===== src/rtl/eth_pkt_gen_pkg.sv =====
// -----------------------------------------------------------------------------
// eth_pkt_gen_pkg
// Shared definitions for the Ethernet test-packet generator:
//   - FSM state encodings (IDLE, SEND, GAP, END)
//   - Ethernet / VLAN header constants and the effective header length
//   - latched header configuration struct
//   - hdr_byte(): returns header byte n of a frame built from that config
// Optional feature macro: ETH_PKT_GEN_VLAN_EN (adds the 802.1Q tag, H = 18).
// -----------------------------------------------------------------------------
package eth_pkt_gen_pkg;

   localparam logic [1:0] ST_IDLE = 2'd0;
   localparam logic [1:0] ST_SEND = 2'd1;
   localparam logic [1:0] ST_GAP  = 2'd2;
   localparam logic [1:0] ST_END  = 2'd3;

   localparam int          ETH_HDR_BYTES  = 14;
   localparam int          VLAN_TAG_BYTES = 4;
   localparam logic [15:0] VLAN_TPID      = 16'h8100;

`ifdef ETH_PKT_GEN_VLAN_EN
   localparam int HDR_LEN = ETH_HDR_BYTES + VLAN_TAG_BYTES;
`else
   localparam int HDR_LEN = ETH_HDR_BYTES;
`endif

   typedef struct packed {
      logic [47:0] dst;
      logic [47:0] src;
`ifdef ETH_PKT_GEN_VLAN_EN
      logic [11:0] vid;
      logic [2:0]  pri;
`endif
      logic [15:0] eth_type;
      logic [7:0]  seed;
   } hdr_cfg_t;

   // Header byte n (0 = first byte on the wire); n >= HDR_LEN returns 0.
   function automatic logic [7:0] hdr_byte(input hdr_cfg_t cfg, input logic [4:0] n);
      logic [7:0] b;
      b = 8'h00;
      case (n)
         5'd0:  b = cfg.dst[47:40];
         5'd1:  b = cfg.dst[39:32];
         5'd2:  b = cfg.dst[31:24];
         5'd3:  b = cfg.dst[23:16];
         5'd4:  b = cfg.dst[15:8];
         5'd5:  b = cfg.dst[7:0];
         5'd6:  b = cfg.src[47:40];
         5'd7:  b = cfg.src[39:32];
         5'd8:  b = cfg.src[31:24];
         5'd9:  b = cfg.src[23:16];
         5'd10: b = cfg.src[15:8];
         5'd11: b = cfg.src[7:0];
`ifdef ETH_PKT_GEN_VLAN_EN
         5'd12: b = VLAN_TPID[15:8];
         5'd13: b = VLAN_TPID[7:0];
         5'd14: b = {cfg.pri, 1'b0, cfg.vid[11:8]};
         5'd15: b = cfg.vid[7:0];
         5'd16: b = cfg.eth_type[15:8];
         5'd17: b = cfg.eth_type[7:0];
`else
         5'd12: b = cfg.eth_type[15:8];
         5'd13: b = cfg.eth_type[7:0];
`endif
         default: b = 8'h00;
      endcase
      return b;
   endfunction

endpackage


===== src/rtl/eth_pkt_gen_beat.sv =====
// -----------------------------------------------------------------------------
// eth_pkt_gen_beat
// Combinational beat builder. For the beat that starts at frame byte Offset it
// produces the data bytes (byte 0 in the MSB lane) and MSB-contiguous byte
// enables. Bytes at or beyond Total are zero with their enable cleared.
// Ports:
//   Offset   in  17      frame byte index of lane 0
//   Cfg      in  struct  latched header configuration
//   Total    in  17      frame length in bytes (header + payload)
//   BeatData out DATA_W  beat data, network order
//   BeatKeep out DATA_W/8 byte enables, MSB = lane 0
// Optional feature macro: ETH_PKT_GEN_VLAN_EN (through the package header length).
// -----------------------------------------------------------------------------
module eth_pkt_gen_beat
   import eth_pkt_gen_pkg::*;
#(
   parameter int DATA_W = 32
)(
   input  logic [16:0]         Offset,
   input  hdr_cfg_t            Cfg,
   input  logic [16:0]         Total,
   output logic [DATA_W-1:0]   BeatData,
   output logic [DATA_W/8-1:0] BeatKeep
);

   localparam int BYTES = DATA_W / 8;

   for (genvar j = 0; j < BYTES; j++) begin : g_lane
      logic [16:0] pos;
      logic        in_frame;
      logic [7:0]  byte_val;

      assign pos      = Offset + 17'(j);
      assign in_frame = pos < Total;
      // Payload byte k = seed + k; only the low 8 bits of pos matter mod 256.
      assign byte_val = (pos < 17'(HDR_LEN)) ? hdr_byte(Cfg, pos[4:0])
                                             : Cfg.seed + (pos[7:0] - 8'(HDR_LEN));

      assign BeatKeep[BYTES-1-j]         = in_frame;
      assign BeatData[DATA_W-1-8*j -: 8] = in_frame ? byte_val : 8'h00;
   end

endmodule


===== src/rtl/eth_pkt_gen.sv =====
// -----------------------------------------------------------------------------
// eth_pkt_gen
// In-fabric Ethernet test-packet generator with payload-length sweep,
// inter-packet gap, graceful stop and AXI-stream style backpressure.
// Ports:
//   SysClk, Rst            clock, asynchronous active-high reset
//   Start, Stop            run control pulses (Start latches all Cfg*)
//   Cfg*                   header fields, length sweep, packet count, gap, seed
//                          (CfgVlanId / CfgVlanPri only with ETH_PKT_GEN_VLAN_EN)
//   TxReady                sink ready
//   TxValid/Sop/Eop/Data/Keep  output stream
//   Busy, Done, PktCnt     run status
//   DbgState               current FSM state (debug visibility)
// Optional feature macro: ETH_PKT_GEN_VLAN_EN (802.1Q tag on every frame).
// -----------------------------------------------------------------------------
module eth_pkt_gen
   import eth_pkt_gen_pkg::*;
#(
   parameter int DATA_W  = 32,
   parameter int MAX_LEN = 9000,
   parameter int CNT_W   = 32
)(
   input  logic                SysClk,
   input  logic                Rst,
   input  logic                Start,
   input  logic                Stop,
   input  logic [47:0]         CfgDstMac,
   input  logic [47:0]         CfgSrcMac,
`ifdef ETH_PKT_GEN_VLAN_EN
   input  logic [11:0]         CfgVlanId,
   input  logic [2:0]          CfgVlanPri,
`endif
   input  logic [15:0]         CfgEthType,
   input  logic [15:0]         CfgPayLen,
   input  logic [15:0]         CfgLenStep,
   input  logic [15:0]         CfgPktNum,
   input  logic [15:0]         CfgGap,
   input  logic [7:0]          CfgSeed,
   input  logic                TxReady,
   output logic                TxValid,
   output logic                TxSop,
   output logic                TxEop,
   output logic [DATA_W-1:0]   TxData,
   output logic [DATA_W/8-1:0] TxKeep,
   output logic                Busy,
   output logic                Done,
   output logic [CNT_W-1:0]    PktCnt,
   output logic [1:0]          DbgState
);

   localparam int BYTES = DATA_W / 8;

   logic [1:0]          state;
   hdr_cfg_t            cfg;
   logic [15:0]         pay_len;
   logic [15:0]         len_base;
   logic [15:0]         len_step;
   logic [15:0]         pkt_num;
   logic [15:0]         gap;
   logic [15:0]         gap_cnt;
   logic [16:0]         offset;
   logic [16:0]         total;
   logic [16:0]         len_sum;
   logic                stop_pend;
   logic                hs;
   logic                last_beat;
   logic                run_end;
   logic [CNT_W-1:0]    cnt_inc;
   logic [DATA_W-1:0]   beat_data;
   logic [BYTES-1:0]    beat_keep;

   // Handshake: a beat transfers on a rising SysClk edge where TxValid and
   // TxReady are both high. TxValid is decoded from registered state only, and
   // offset/config change only on a transfer, so data and qualifiers hold
   // stable while TxReady is low.
   assign TxValid   = (state == ST_SEND);
   assign hs        = TxValid && TxReady;
   assign total     = 17'(HDR_LEN) + {1'b0, pay_len};
   assign last_beat = (offset + 17'(BYTES)) >= total;
   assign TxSop     = TxValid && (offset == 17'd0);
   assign TxEop     = TxValid && last_beat;
   assign TxData    = TxValid ? beat_data : '0;
   assign TxKeep    = TxValid ? beat_keep : '0;
   assign Busy      = (state == ST_SEND) || (state == ST_GAP);
   assign Done      = (state == ST_END);
   assign DbgState  = state;

   assign cnt_inc   = PktCnt + CNT_W'(1);
   // PktNum == 0 runs until stopped.
   assign run_end   = (pkt_num != 16'd0) && (cnt_inc == CNT_W'(pkt_num));
   assign len_sum   = {1'b0, pay_len} + {1'b0, len_step};

   eth_pkt_gen_beat #(.DATA_W(DATA_W)) u_beat (
      .Offset   (offset),
      .Cfg      (cfg),
      .Total    (total),
      .BeatData (beat_data),
      .BeatKeep (beat_keep)
   );

   always_ff @(posedge SysClk or posedge Rst) begin
      if (Rst) begin
         state     <= ST_IDLE;
         cfg       <= '0;
         pay_len   <= '0;
         len_base  <= '0;
         len_step  <= '0;
         pkt_num   <= '0;
         gap       <= '0;
         gap_cnt   <= '0;
         offset    <= '0;
         stop_pend <= 1'b0;
         PktCnt    <= '0;
      end else begin
         case (state)
            ST_IDLE: begin
               // Stop wins over a simultaneous Start.
               if (Start && !Stop) begin
                  state        <= ST_SEND;
                  cfg.dst      <= CfgDstMac;
                  cfg.src      <= CfgSrcMac;
`ifdef ETH_PKT_GEN_VLAN_EN
                  cfg.vid      <= CfgVlanId;
                  cfg.pri      <= CfgVlanPri;
`endif
                  cfg.eth_type <= CfgEthType;
                  cfg.seed     <= CfgSeed;
                  pay_len      <= (CfgPayLen == 16'd0) ? 16'd1 : CfgPayLen;
                  len_base     <= (CfgPayLen == 16'd0) ? 16'd1 : CfgPayLen;
                  len_step     <= CfgLenStep;
                  pkt_num      <= CfgPktNum;
                  gap          <= CfgGap;
                  offset       <= '0;
                  stop_pend    <= 1'b0;
                  PktCnt       <= '0;
               end
            end
            ST_SEND: begin
               if (Stop) stop_pend <= 1'b1;
               if (hs) begin
                  if (last_beat) begin
                     offset  <= '0;
                     PktCnt  <= cnt_inc;
                     pay_len <= (len_sum > 17'(MAX_LEN)) ? len_base : len_sum[15:0];
                     if (run_end || stop_pend || Stop) begin
                        state <= ST_END;
                     end else if (gap != 16'd0) begin
                        state   <= ST_GAP;
                        gap_cnt <= gap;
                     end
                  end else begin
                     offset <= offset + 17'(BYTES);
                  end
               end
            end
            ST_GAP: begin
               if (Stop) begin
                  state <= ST_END;
               end else if (gap_cnt == 16'd1) begin
                  state <= ST_SEND;
               end else begin
                  gap_cnt <= gap_cnt - 16'd1;
               end
            end
            ST_END:  state <= ST_IDLE;
            default: state <= ST_IDLE;
         endcase
      end
   end

endmodule


===== config.mk =====
export PLATFORM = sky130hd
export DESIGN_NAME = eth_pkt_gen
export DESIGN_NICKNAME = d
export VERILOG_FILES = /design/src/rtl/eth_pkt_gen_pkg.sv /design/src/rtl/eth_pkt_gen_beat.sv /design/src/rtl/eth_pkt_gen.sv
export SDC_FILE = /design/constraint.sdc
export NUM_CORES = 1
export LEC_CHECK = 0
export CAP_MARGIN = 20
export CORE_MARGIN = 2
export CORE_UTILIZATION = 38
export DETAILED_ROUTE_END_ITERATION = 16
export PLACE_DENSITY = 0.65
export SYNTH_ARGS = -nofsm -noshare
export SYNTH_HDL_FRONTEND = slang
export SYNTH_SLANG_ARGS = --single-unit
export TNS_END_PERCENT = 10

===== constraint.sdc =====
create_clock -name SysClk -period 13.5 [get_ports SysClk]
set_clock_uncertainty 0.1 [all_clocks]
set_input_delay 2.7 -clock SysClk [delete_from_list [all_inputs] [get_ports SysClk]]
set_output_delay 2.7 -clock SysClk [all_outputs]
set_load 0.005 [all_outputs]

After elaboration in Yosys (flattened, before gate mapping)

Cells that the tools add are included.

Reductions and logical operators: 26
Multiplexer cells: 46
$add $sub $neg: 16
Magnitude comparators: 10
Eq/ne operators: 67

Operators with widths:

| kind                  | count |
|---|---|
| $pmux 8 s14           | 4 |
| $mux 16               | 11 |
| $mux 32               | 4 |
| $eq 5x4->1 const B    | 24 |
| $eq 5x3->1 const B    | 16 |
| $lt 17x17->1          | 4 |
| $lt 17x4->1 const B   | 4 |
| $mux 8                | 8 |
| $pmux 16 s2           | 2 |
| $pmux 32 s2           | 1 |
| $mux 17               | 3 |
| $eq 5x2->1 const B    | 8 |
| $add 17x2->17 const B | 2 |
| $pmux 17 s2           | 1 |
| $add 32x1->32 const B | 1 |
| $add 8x8->8           | 4 |
| $eq 32x16->1          | 1 |
| $reduce_bool 16->1    | 2 |
| $sub 8x4->8 const B   | 4 |
| $eq 5x1->1 const B    | 4 |
| $logic_not 5->1       | 4 |
| $add 16x16->17        | 1 |
| $add 17x1->17 const B | 1 |
| $add 17x3->17 const B | 1 |
| 28 further kinds      | 50 |

Output and inout port bits: 75
Bits in registers: 268
Bits of input ports: 189

Logic depth before layout (Yosys ltp)

Gate-level depths: netlist of the first run.

Word-level depth: 9
Gate-level depth with buffers: 18
Gate-level depth less buffers: 16

Modules after synthesis

Synthesis of the first run repeated with hierarchy kept, for this count alone.

Cell total of the unflattened synthesis: 2440
Area, all modules: 22068.7 sq um

By module, submodules not included:

| module           | times used | area an instance (sq um) | cells each |
|---|---|---|---|
| eth_pkt_gen      | 1          | 14252.4                  | 1344 |
| eth_pkt_gen_beat | 1          | 7816.2                   | 1096 |

Least setup slack after synthesis of the first run

OpenSTA, ideal clock, no wires.

Path type: register to output
Start point: register offset[2]
End point: output TxEop
Data required time: 10700 ps
Arrival time: 3446 ps
Path slack: 7254 ps
Buffers on the path: 1
Cell stages (with the launch flop): 14
Cells stage by stage: dfrtp_1 > ha_1 > nand4_2 > or2_2 > or3_1 > clkbuf_1 > nor2_1 > xor2_1 > ha_1 > a21o_1 > a21o_1 > a2111o_1 > a31oi_1 > nor2_1

Word-level cells in the longest chain between the ends: 3

RTL lines:

| what                   | line               | source |
|---|---|---|
| start, declared        | eth_pkt_gen.sv:61  | `logic [16:0] offset;` |
| start signal, assigned | eth_pkt_gen.sv:152 | `offset <= offset + 17'(BYTES);` |
| $add 17x3->17          | eth_pkt_gen.sv:79  | `assign last_beat = (offset + 17'(BYTES)) >= total;` |
| $ge 17x17->1           | eth_pkt_gen.sv:79  |  |
| $logic_and 1x1->1      | eth_pkt_gen.sv:81  | `assign TxEop = TxValid && last_beat;` |
| end, declared          | eth_pkt_gen.sv:42  | `output logic TxEop,` |

Every way passes these cells.

Final worst setup path of the first run

Same ends and word-level chain as after synthesis.

==> impl_metrics.ini, run 1 <==
[setup_path]
crit_type = reg -> out
crit_required_ns = 10.70
endpoint_kind = primary output
critPathLaunch = offset[2]$_DFFE_PP0P_
worstPathArrival_ns = 5.18
ff2ff_setup_slack_ns = 7.99
critPathMaxStageDelay_ns = 0.59
reg2reg_from = offset[2]$_DFFE_PP0P_
reg2reg_depth = 15
path_cells = ha_1 > nand4_2 > or2_2 > or3_1 > nor2_1 > xor2_1 > ha_1 > a21o_1 > a21o_1 > a2111o_1 > a31oi_1 > nor2_1 > clkdlybuf4s50_1
reg2reg_to = gap_cnt[14]$_DFFE_PP0P_
critPathMaxFanout = 11
crit_slowest_cell = dfrtp_1
startpoint_type = flop

[pwr]
peakVddDrop_uv = 141.2
power_density_nw_per_um2 = 228.3
total_leakage_power_nw = 8.950

[grt]
antenna_found_initial = 2
grt_pass1_vias = 14026
grt_pass1_wl_um = 76700
grt_max_degree = 158
grt_overflow = 0
grt_usage_pct = 20.30

[placed_design]
place_hpwl_um = 33910
gp_congestion = 0.9140
placed_area_um2 = 20010
io_buffers = 263

[sta]
finalHoldViolCount = 0
timing.slew.headroom_pct = 16.07
maxSlewViolCount = 0
setup_tns_ns = 0
rsz0062_at_grt = no
worstMarginPinSlew_ns = 1.259
post-route-period-util_pct = 59.15
post-route-min-period_ns = 7.985
fmax_mhz = 125.2
setup_viol = 0

[cells_and_area]
diodes = 0
nFillCells = 4115
drive_gt1_share_pct = 16.28
syn2layout_area_growth_pct = 24.89
multiInputGateArea_um2 = 9498
nets = 2202
final_core_util_pct = 47.79
area.sequential_um2 = 6656
final_cell_area_um2 = 21040

[routing]
vias_per_cell = 5.486
wire_per_inst_um = 18.73
firstDrtPassIters = 7
drcViolationCount = 0
wirelength_um = 47110
dr_total_vias = 13797
drt_iter0_drc = 855
antenna_left = 0

[cts]
clkSinkCount = 266
path_clk_slew_ns = 0.06
htreeDepth = 1
clockRootBuffer = clkbuf_16
cts_made_buffers = 31
cts_resized = 0
post_cts_buffers = 0
cts_tree = yes
insertion_delay_ns = 0.59
hold_buffers = 0
ctsLongestPathBuffers = 3

[floorplan]
coreArea_um2 = 44030
die_h_um = 214.6
io_pins = 264
placementRows = 77
die_area_um2 = 46040
die_w_um = 214.6
start_util_pct = 38.27

[worst_hold_path]
min_to = cfg[96]$_DFFE_PP0P_
whs_path_depth = 1
hp-start = cfg[96]$_DFFE_PP0P_
hp-class = reg -> reg

[synth]
synth-main-ff-cell = dfrtp_1
ys_ff_latch = 266
yosysSeqAreaShare_pct = 39.51
syn_inst = 1687
yosys_warnings = 0
syn_area_per_cell_um2 = 9.987
yosys.area.top_type_share_pct = 39.51
yosys.area.top_type = dfrtp_1
synth_edf_count = 0
synth.area.top_cells = dfrtp_1 40%, mux2_2 13%, ha_1 8.2%, a21oi_1 2.9%, o21ai_0 2.3%
syn_area_um2 = 16850
async_flop_share_pct = 100.0
yosysUniqueCellTypes = 85

[run]
cap_violations = 0

[run_status]
outcome = complete, no violations
-- through the flow --
step / total power, W / hold WS, ns / setup WS (ns) / cells
after floorplan: 0.003121 / 0.3492 / 3.375 / 1689
after global placement: 0.003871 / 0.3677 / 6.289 / 2455
after detailed placement: 0.003952 / 0.3863 / 6.155 / 2456
after CTS: 0.004838 / 0.4048 / 5.514 / 2514
after global routing: 0.005171 / 0.4148 / 5.213 / 2515
final: 0.004805 / 0.4054 / 5.515 / 2515
-- area by class of cell --
| type | count | area share [%] |
|---|---|---|
| Tap cell | 592 | 3.520 |
| Inverter | 75 | 1.374 |
| Sequential cell | 266 | 31.63 |
| Clock buffer | 43 | 4.234 |
| Timing Repair Buffer | 285 | 13.45 |
| Clock inverter | 15 | 0.6541 |
| Multi-Input combinational cell | 1239 | 45.14 |
-- routing by layer --
metal / share of wire, % / vias up / global-route usage (%)
met5: 0.023 / - / 0
met4: 2.6 / 2 / 5.625
met3: 6.2 / 75 / 4.652
met2: 48 / 358 / 34.30
met1: 43 / 6733 / 26.04
li1: - / 6629 / -
-- Yosys cell counts (4+ instances only) --
| cell | number |
|---|---|
| a211oi_1 | 11 |
| a21o_1 | 28 |
| a21oi_1 | 99 |
| a221oi_2 | 13 |
| a22o_1 | 8 |
| a22oi_1 | 40 |
| a311oi_1 | 5 |
| a31oi_1 | 11 |
| and3_1 | 16 |
| and4_1 | 7 |
| buf_1 | 7 |
| buf_2 | 13 |
| clkbuf_1 | 86 |
| dfrtp_1 | 266 |
| fa_1 | 4 |
| ha_1 | 111 |
| inv_1 | 75 |
| mux2_2 | 188 |
| mux2i_1 | 13 |
| nand2_1 | 101 |
| nand2b_1 | 13 |
| nand3_1 | 51 |
| nand3b_1 | 4 |
| nand4_1 | 14 |
| nor2_1 | 82 |
| nor2b_1 | 20 |
| nor3_1 | 43 |
| nor4_1 | 23 |
| o21a_1 | 10 |
| o21ai_0 | 76 |
| o21ai_1 | 14 |
| o21bai_1 | 4 |
| o22ai_1 | 15 |
| o31ai_1 | 28 |
| o41ai_1 | 11 |
| or2_2 | 10 |
| or3_1 | 12 |
| xnor2_1 | 43 |
| xor2_1 | 36 |
-- cell families (layout without fill, tap and decap cells) --
kind of cell	Yosys count	after routing	synth area share (%)
DFF	266	266	39.51
xor gates and xnor gates	79	79	4.107
muxes	202	202	13.40
buffers and inverters	184	418	4.285
AOI/OAI and AO/OA	421	421	17.16
adders and majority gates	118	118	8.896
other	2	4	0.04457
and+or+nand+nor	415	415	12.59
-- flip-flops by register name (all words and copies together), names as in the netlist --
signal	count
len_step	16
pay_len	16
pkt_num	16
len_base	16
gap_cnt	16
stop_pend	1
offset	15
PktCnt	32
cfg	120
DbgState	2
gap	16
-- cells in the final DEF, fill, tap and decap left out, drive strengths merged, types with 15 or more instances in the layout --
master	synthesis	final
nand4	17	17
dfrtp	266	266
a221oi	16	16
nand2	101	101
nand3	53	53
nor2	83	83
nor2b	20	20
inv	75	76
ha	111	111
and3	16	16
xor2	36	36
a22oi	41	41
a21o	28	28
nor3	45	45
clkdlybuf4s50	0	263
clkbuf	86	44
mux2	189	189
nor4	25	25
o21ai	90	90
xnor2	43	43
o31ai	28	28
buf	23	21
o22ai	15	15
a21oi	99	99
-- how the worst max path moves through the flow --
stage / to / cells after the start / slack, ns
2_1_floorplan: DbgState[0]$_DFFE_PP0P_ / 1 / 3.37
6_report: TxEop / 13 / 5.52
4_1_cts: TxEop / 13 / 5.51
5_1_grt: TxEop / 13 / 5.21
3_3_place_gp: TxEop / 13 / 6.29
3_5_place_dp: TxEop / 13 / 6.15
-- power by group --
group | internal, W | switching, W
registers | 0.00114 | 0.000276
logic | 0.00122 | 0.00133
clock network | 0.000497 | 0.000350
total | 0.00285 | 0.00196
-- critical path: cells and delay by family, from the launching register on --
kind / cells / cell delay [ns]
AO/OA/AOI/OAI: 4 / 1.32
buffers and inverters: 1 / 0.52
flip-flops: 1 / 0.59
AND/OR/NAND/NOR: 5 / 1.38
adder cells (fa/ha/maj): 2 / 0.57
XOR/XNOR: 1 / 0.21
(Power assumes the default switching activity.)
==> inputs of run 2 (changes only) <==
clock period = 7.38 ns   (was 13.5 ns; I/O delays follow)
==> run 2 against run 1 <==
First-iteration DRC count shrank 9.2%. Highest routed layer unchanged. Final cell count is essentially flat. Utilization is essentially flat. Sequential power grew 83%. Power grew 82%. Clock-buffer cell count grew 2. Clock power grew 78%. Via count grew 0.65%. Die area is the same.
==> impl_metrics.ini, run 2 (synthesis results as in run 1) <==
[run_status]
outcome = complete, no violations

[setup_path]
reg2reg_depth = 16
critPathMaxFanout = 11
crit_end = TxEop
critPathLaunch = offset[3]$_DFFE_PP0P_
ff2ff_setup_slack_ns = 2.24
reg2reg_to = gap_cnt[6]$_DFFE_PP0P_
reg2reg_from = offset[3]$_DFFE_PP0P_
crit_required_ns = 5.80
crit_slowest_cell = dfrtp_1
startpoint_type = flop
crit_type = reg -> out
worstPathArrival_ns = 5.18
endpoint_kind = primary output
path_cells = ha_1 > nand4_2 > or2_2 > or3_1 > nor2_1 > xor2_1 > ha_1 > a21o_1 > a21o_1 > a2111o_1 > a31oi_1 > nor2_1 > clkdlybuf4s50_1
critPathMaxStageDelay_ns = 0.61

[floorplan]
die_w_um = 214.6
die_area_um2 = 46040
coreArea_um2 = 44030
die_h_um = 214.6
start_util_pct = 38.27
placementRows = 77
io_pins = 264

[routing]
drt_iter0_drc = 776
firstDrtPassIters = 5
dr_total_vias = 13887
vias_per_cell = 5.524
wire_per_inst_um = 18.80
wirelength_um = 47260
drcViolationCount = 0
antenna_left = 0

[cts]
cts_made_buffers = 31
insertion_delay_ns = 0.59
cts_resized = 0
path_clk_slew_ns = 0.06
clkSinkCount = 266
cts_tree = yes
post_cts_buffers = 0
htreeDepth = 1
ctsLongestPathBuffers = 3
clockRootBuffer = clkbuf_16
hold_buffers = 0

[cells_and_area]
largest_register_ffs = 120
nets = 2203
drive_gt1_share_pct = 15.93
syn2layout_area_growth_pct = 24.77
final_core_util_pct = 47.75
regMostFlops = cfg
layout_common_cells = 266 x dfrtp_1, 263 x clkdlybuf4s50_1, 188 x mux2_2
top_regs = cfg: 120 flops, PktCnt: 32 flops
nFillCells = 4177
layout_commonest_cell = dfrtp_1

[pwr]
power_w = 0.008759
p_sw_share_pct = 40.84
peakVddDrop_uv = 228.3
p_seq_share_pct = 29.5
power_density_nw_per_um2 = 416.6
p_sw_w = 0.003577
cell_internal_pwr_w = 0.005182
total_leakage_power_nw = 8.914
p_clk_share_pct = 17.3
comb_power_share_pct = 53.3

[sta]
maxSlewViolCount = 0
setup_tns_ns = 0
finalHoldViolCount = 0
fmax_mhz = 148.1
post-route-min-period_ns = 6.752
setup_viol = 0
post-route-period-util_pct = 91.49
timing.slew.headroom_pct = 33.37
worstMarginPinSlew_ns = 0.9995
rsz0062_at_grt = no

[grt]
antenna_found_initial = 2
grt_usage_pct = 20.02
grt_max_degree = 156
grt_pass1_vias = 13824
grt_pass1_wl_um = 75750
grt_overflow = 0

[run]
cap_violations = 0

[placed_design]
place_hpwl_um = 33750
io_buffers = 263
gp_congestion = 0.9204

[worst_hold_path]
hp-class = reg -> reg
==> run 2: how the worst min path moves through the flow <==
stage | cells past startpoint | slack, ns | end | from
finish | 2 | 0.40 | len_base[0]$_DFFE_PP0P_ | len_base[0]$_DFFE_PP0P_
global route | 1 | 0.41 | cfg[96]$_DFFE_PP0P_ | cfg[96]$_DFFE_PP0P_
CTS | 2 | 0.39 | len_base[0]$_DFFE_PP0P_ | len_base[0]$_DFFE_PP0P_
global placement | 2 | 0.37 | len_base[0]$_DFFE_PP0P_ | len_base[0]$_DFFE_PP0P_
detailed placement | 2 | 0.37 | len_base[0]$_DFFE_PP0P_ | len_base[0]$_DFFE_PP0P_
floorplan | 2 | 0.35 | len_base[0]$_DFFE_PP0P_ | len_base[0]$_DFFE_PP0P_
==> run 2: worst max-delay path: cells and delay by family, from the launching register on <==
family                     cells  cell delay (ns)
AOI/OAI and AO/OA              4             1.27
xor gates and xnor gates       1             0.22
adders and majority gates      2             0.58
buffers and inverters          1             0.54
DFF                            1             0.61
and+or+nand+nor                5             1.37
==> run 2: per-stage QoR <==
stage	worst slack [ns]	cells	instance area [um2]	hold slack, ns
after CTS	0.6457	2510	20960	0.3948
after floorplan	2.293	1689	16860	0.3492
after global placement	1.385	2455	19980	0.3683
after detailed placement	1.273	2455	19980	0.3749
final	0.6280	2514	21020	0.3992
after global routing	0.3805	2514	21020	0.4124
==> run 2: final cells by class <==
class | count | area, um2 | area share [%]
Multi-Input combinational cell | 1239 | 9498 | 45.18
Sequential cell | 266 | 6656 | 31.66
Timing Repair Buffer | 286 | 2858 | 13.59
Clock buffer | 45 | 868.3 | 4.130
Tap cell | 592 | 740.7 | 3.523
Inverter | 75 | 285.3 | 1.357
Clock inverter | 10 | 113.9 | 0.5416
Antenna cell | 1 | 2.502 | 0.01190
==> run 2: routing by layer <==
| layer | GRT usage [%] | part of all wire (%) | vias up |
|---|---|---|---|
| met4 | 4.907 | 2.1 | 2 |
| met2 | 34.06 | 48 | 373 |
| met5 | 0 | 0.028 | - |
| met3 | 4.255 | 6.0 | 64 |
| met1 | 25.97 | 44 | 6848 |
| li1 | - | - | 6600 |
==> run 2: power by group through the flow <==
stage	Sequential (W)	Combinational (W)	Clock, W
floorplan	0.00242	0.00329	0
global placement	0.00258	0.00450	0
detailed placement	0.00260	0.00460	0
CTS	0.00258	0.00464	0.00156
global route	0.00266	0.00515	0.00161
finish	0.00258	0.00466	0.00151
==> inputs of run 3 (changes only) <==
PLACE_DENSITY = 0.63   (was 0.65)
SYNTH_HIERARCHICAL = 1   (was unset)
==> run 3 against run 2 <==
The run now ends with slew limit left. Largest cell class unchanged. Synthesized cell count is 45% higher. Global-route usage is 10 points higher. Power is 19% higher. Clock-buffer cell count is 1 lower.
==> impl_metrics.ini, run 3 <==
[run_status]
outcome = finished, violations left
violations = slew limit

[cts]
insertion_delay_ns = 0.57
hold_buffers = 0
cts_made_buffers = 34
path_clk_slew_ns = 0.06
htreeDepth = 2
cts_tree = yes
clkSinkCount = 266
cts_resized = 0
clockRootBuffer = clkbuf_16
post_cts_buffers = 0
ctsLongestPathBuffers = 3

[routing]
wl_met3_um = 9448
wl_met1_um = 38370
drt_iter0_drc = 2481
vias_per_cell = 6.300
wire_per_inst_um = 26.97
drcViolationCount = 0
dr_total_vias = 21646
highest_layer = met5
wirelength_um = 92650
antenna_left = 0
wl_met2_um = 40790
firstDrtPassIters = 7

[synth]
syn_inst = 2440
synthAdderAreaFrac_pct = 9.752
yosysSeqAreaShare_pct = 30.16
yosys.area_share.xor_xnor_pct = 5.409
yosys-top-cells-count = 266 x dfrtp_1, 192 x mux2_2, 164 x ha_1
synth-main-ff-cell = dfrtp_1
synth_compound_area_share_pct = 19.76
ys_ff_latch = 266
synth.area.top_cells = dfrtp_1 30%, mux2_2 9.8%, ha_1 9.3%, xnor2_1 3.0%, o21ai_0 2.8%
syn_area_per_cell_um2 = 9.045
synth_top_family_by_area = compound AO/OA/AOI/OAI gates
yosys_warnings = 6
syn_area_um2 = 22070
synth_mux_area_share_pct = 11.61
async_flop_share_pct = 100.0
yosysUniqueCellTypes = 100
synth_edf_count = 0
synth-simple-area-share_pct = 18.09
synthMostInstantiatedCell = dfrtp_1
yosys.area.top_type = dfrtp_1
yosys.area.top_type_share_pct = 30.16

[pwr]
power_density_nw_per_um2 = 391.5
p_sw_share_pct = 46.90
p_clk_share_pct = 17.3
comb_power_share_pct = 51.9
total_leakage_power_nw = 11.47
cell_internal_pwr_w = 0.005540
p_sw_w = 0.004893
peakVddDrop_uv = 214.1
p_seq_share_pct = 30.9

[floorplan]
io_pins = 264
start_util_pct = 38.32
die_area_um2 = 60020
placementRows = 88
coreArea_um2 = 57590
die_w_um = 245.0
die_h_um = 245.0

[setup_path]
critPathMaxStageDelay_ns = 0.96
path_cells = xnor2_2 > buf_4 > inv_2 > nand2_1 > and3_1 > nand4_1 > nor4b_4 > nand4_1 > o211a_1 > and2_1 > clkdlybuf4s50_1
path_buf_inv = 3
reg2reg_from = offset[3]$_DFFE_PP0P_
crit_required_ns = 5.80
critPathMaxFanout = 19
startpoint_type = flop
crit_slowest_cell = nor4b_4
worstPathArrival_ns = 5.05
path_delay_family = simple AND/OR/NAND/NOR gates
crit_type = reg -> out
critPathLaunch = offset[3]$_DFFE_PP0P_
crit_top_cell = nand4_1
endpoint_kind = primary output

[grt]
antenna_found_initial = 8
grt_pass1_wl_um = 136900
grt_usage_pct = 30.15
grt_max_degree = 145
grt_overflow = 0
grt_pass1_vias = 21354

[placed_design]
pre_cts_slack_ns = 1.556
place_hpwl_um = 68760
io_buffers = 263
gp_congestion = 0.9904
placed_area_um2 = 25440

[sta]
finalHoldViolCount = 0
worst_slack_ns = 0.7578
post-route-min-period_ns = 6.622
setup_viol = 0
setup_tns_ns = 0
fmax_mhz = 151.0
post-route-period-util_pct = 89.73
maxSlewViolCount = 109
rsz0062_at_grt = no
timing.slew.headroom_pct = -100.8
worstMarginPinSlew_ns = 2.971

[cells_and_area]
layout_commonest_cell = dfrtp_1
largest_register_ffs = 120
drive_gt1_share_pct = 12.88
regMostFlops = cfg
nets = 3003
top_regs = cfg: 120 flops, PktCnt: 32 flops
final_cell_area_um2 = 26650
layout_common_cells = 266 x dfrtp_1, 263 x clkdlybuf4s50_1, 192 x mux2_2
syn2layout_area_growth_pct = 20.76

[worst_hold_path]
hp-start = len_base[0]$_DFFE_PP0P_
hp-class = reg -> reg

[run]
cap_violations = 0
run 3: per-layer routing:
layer / vias up / global-route usage [%]
met3: 263 / 8.069
met4: 16 / 11.89
li1: 9552 / -
met5: - / 0
met1: 10597 / 39.91
met2: 1218 / 46.71
run 3: logic make-up (layout without fill, tap and decap cells):
| family | count (synthesis) | in the layout |
|---|---|---|
| and+or+nand+nor | 735 | 735 |
| AOI/OAI and AO/OA | 624 | 624 |
| buffers and inverters | 280 | 497 |
| DFF | 266 | 266 |
| muxes | 232 | 232 |
| adders and majority gates | 169 | 169 |
| xor gates and xnor gates | 133 | 133 |
| other | 1 | 15 |
run 3: area by class of cell:
class,instances,area [um2]
tap,765,957.2
inverter,130,491.7
timing repair buffer,306,2984
antenna,1,2.502
fill,5485,30940
sequential,266,6656
clock inverter,17,261.5
multi-input combinational,1907,14360
clock buffer,44,938.4
run 3: power by group through the flow:
stage / clock network (W) / logic [W] / registers [W]
after floorplan: 0 / 0.00363 / 0.00258
after global placement: 0 / 0.00510 / 0.00319
after detailed placement: 0 / 0.00519 / 0.00318
after CTS: 0.00184 / 0.00522 / 0.00316
after global routing: 0.00190 / 0.00587 / 0.00326
final: 0.00180 / 0.00541 / 0.00322
run 3: path summary, 6_finish.rpt:
check,to,slack [ns],cells after the start
setup / recovery,TxData[8],0.76,11
hold / removal,len_base[0]$_DFFE_PP0P_,0.39,2
setup reg to reg,gap_cnt[1]$_DFFE_PP0P_,2.22,16
hold reg to reg,len_base[0]$_DFFE_PP0P_,0.39,2
max in group asynchronous,pkt_num[15]$_DFFE_PP0P_,4.60,4
min in group asynchronous,offset[12]$_DFFE_PP0P_,1.12,2
run 3: worst reg2reg max path, stage by stage (launching register included):
cell	delay (ns)
dfrtp_1	0.86
ha_1	0.38
and3_1	0.30
and3_1	0.28
and3_1	0.26
xor2_1	0.09
ha_1	0.31
nand2_1	0.05
nor3_1	0.17
o221ai_1	0.14
a21oi_1	0.18
o41ai_1	0.09
buf_4	0.17
nand2_1	0.33
and4_1	0.74
and2_4	0.41
mux2i_1	0.21
run 3: metrics by stage:
step / power, W / hold slack, ns / util (%) / cells
2_1_floorplan: 0.006209 / 0.3444 / - / 2453
3_3_place_gp: 0.008290 / 0.3666 / 44.16 / 3372
3_5_place_dp: 0.008367 / 0.3851 / 44.18 / 3373
4_1_cts: 0.01022 / 0.3985 / 46.26 / 3434
5_1_grt: 0.01103 / 0.4238 / 46.27 / 3435
6_report: 0.01043 / 0.3921 / 46.28 / 3436
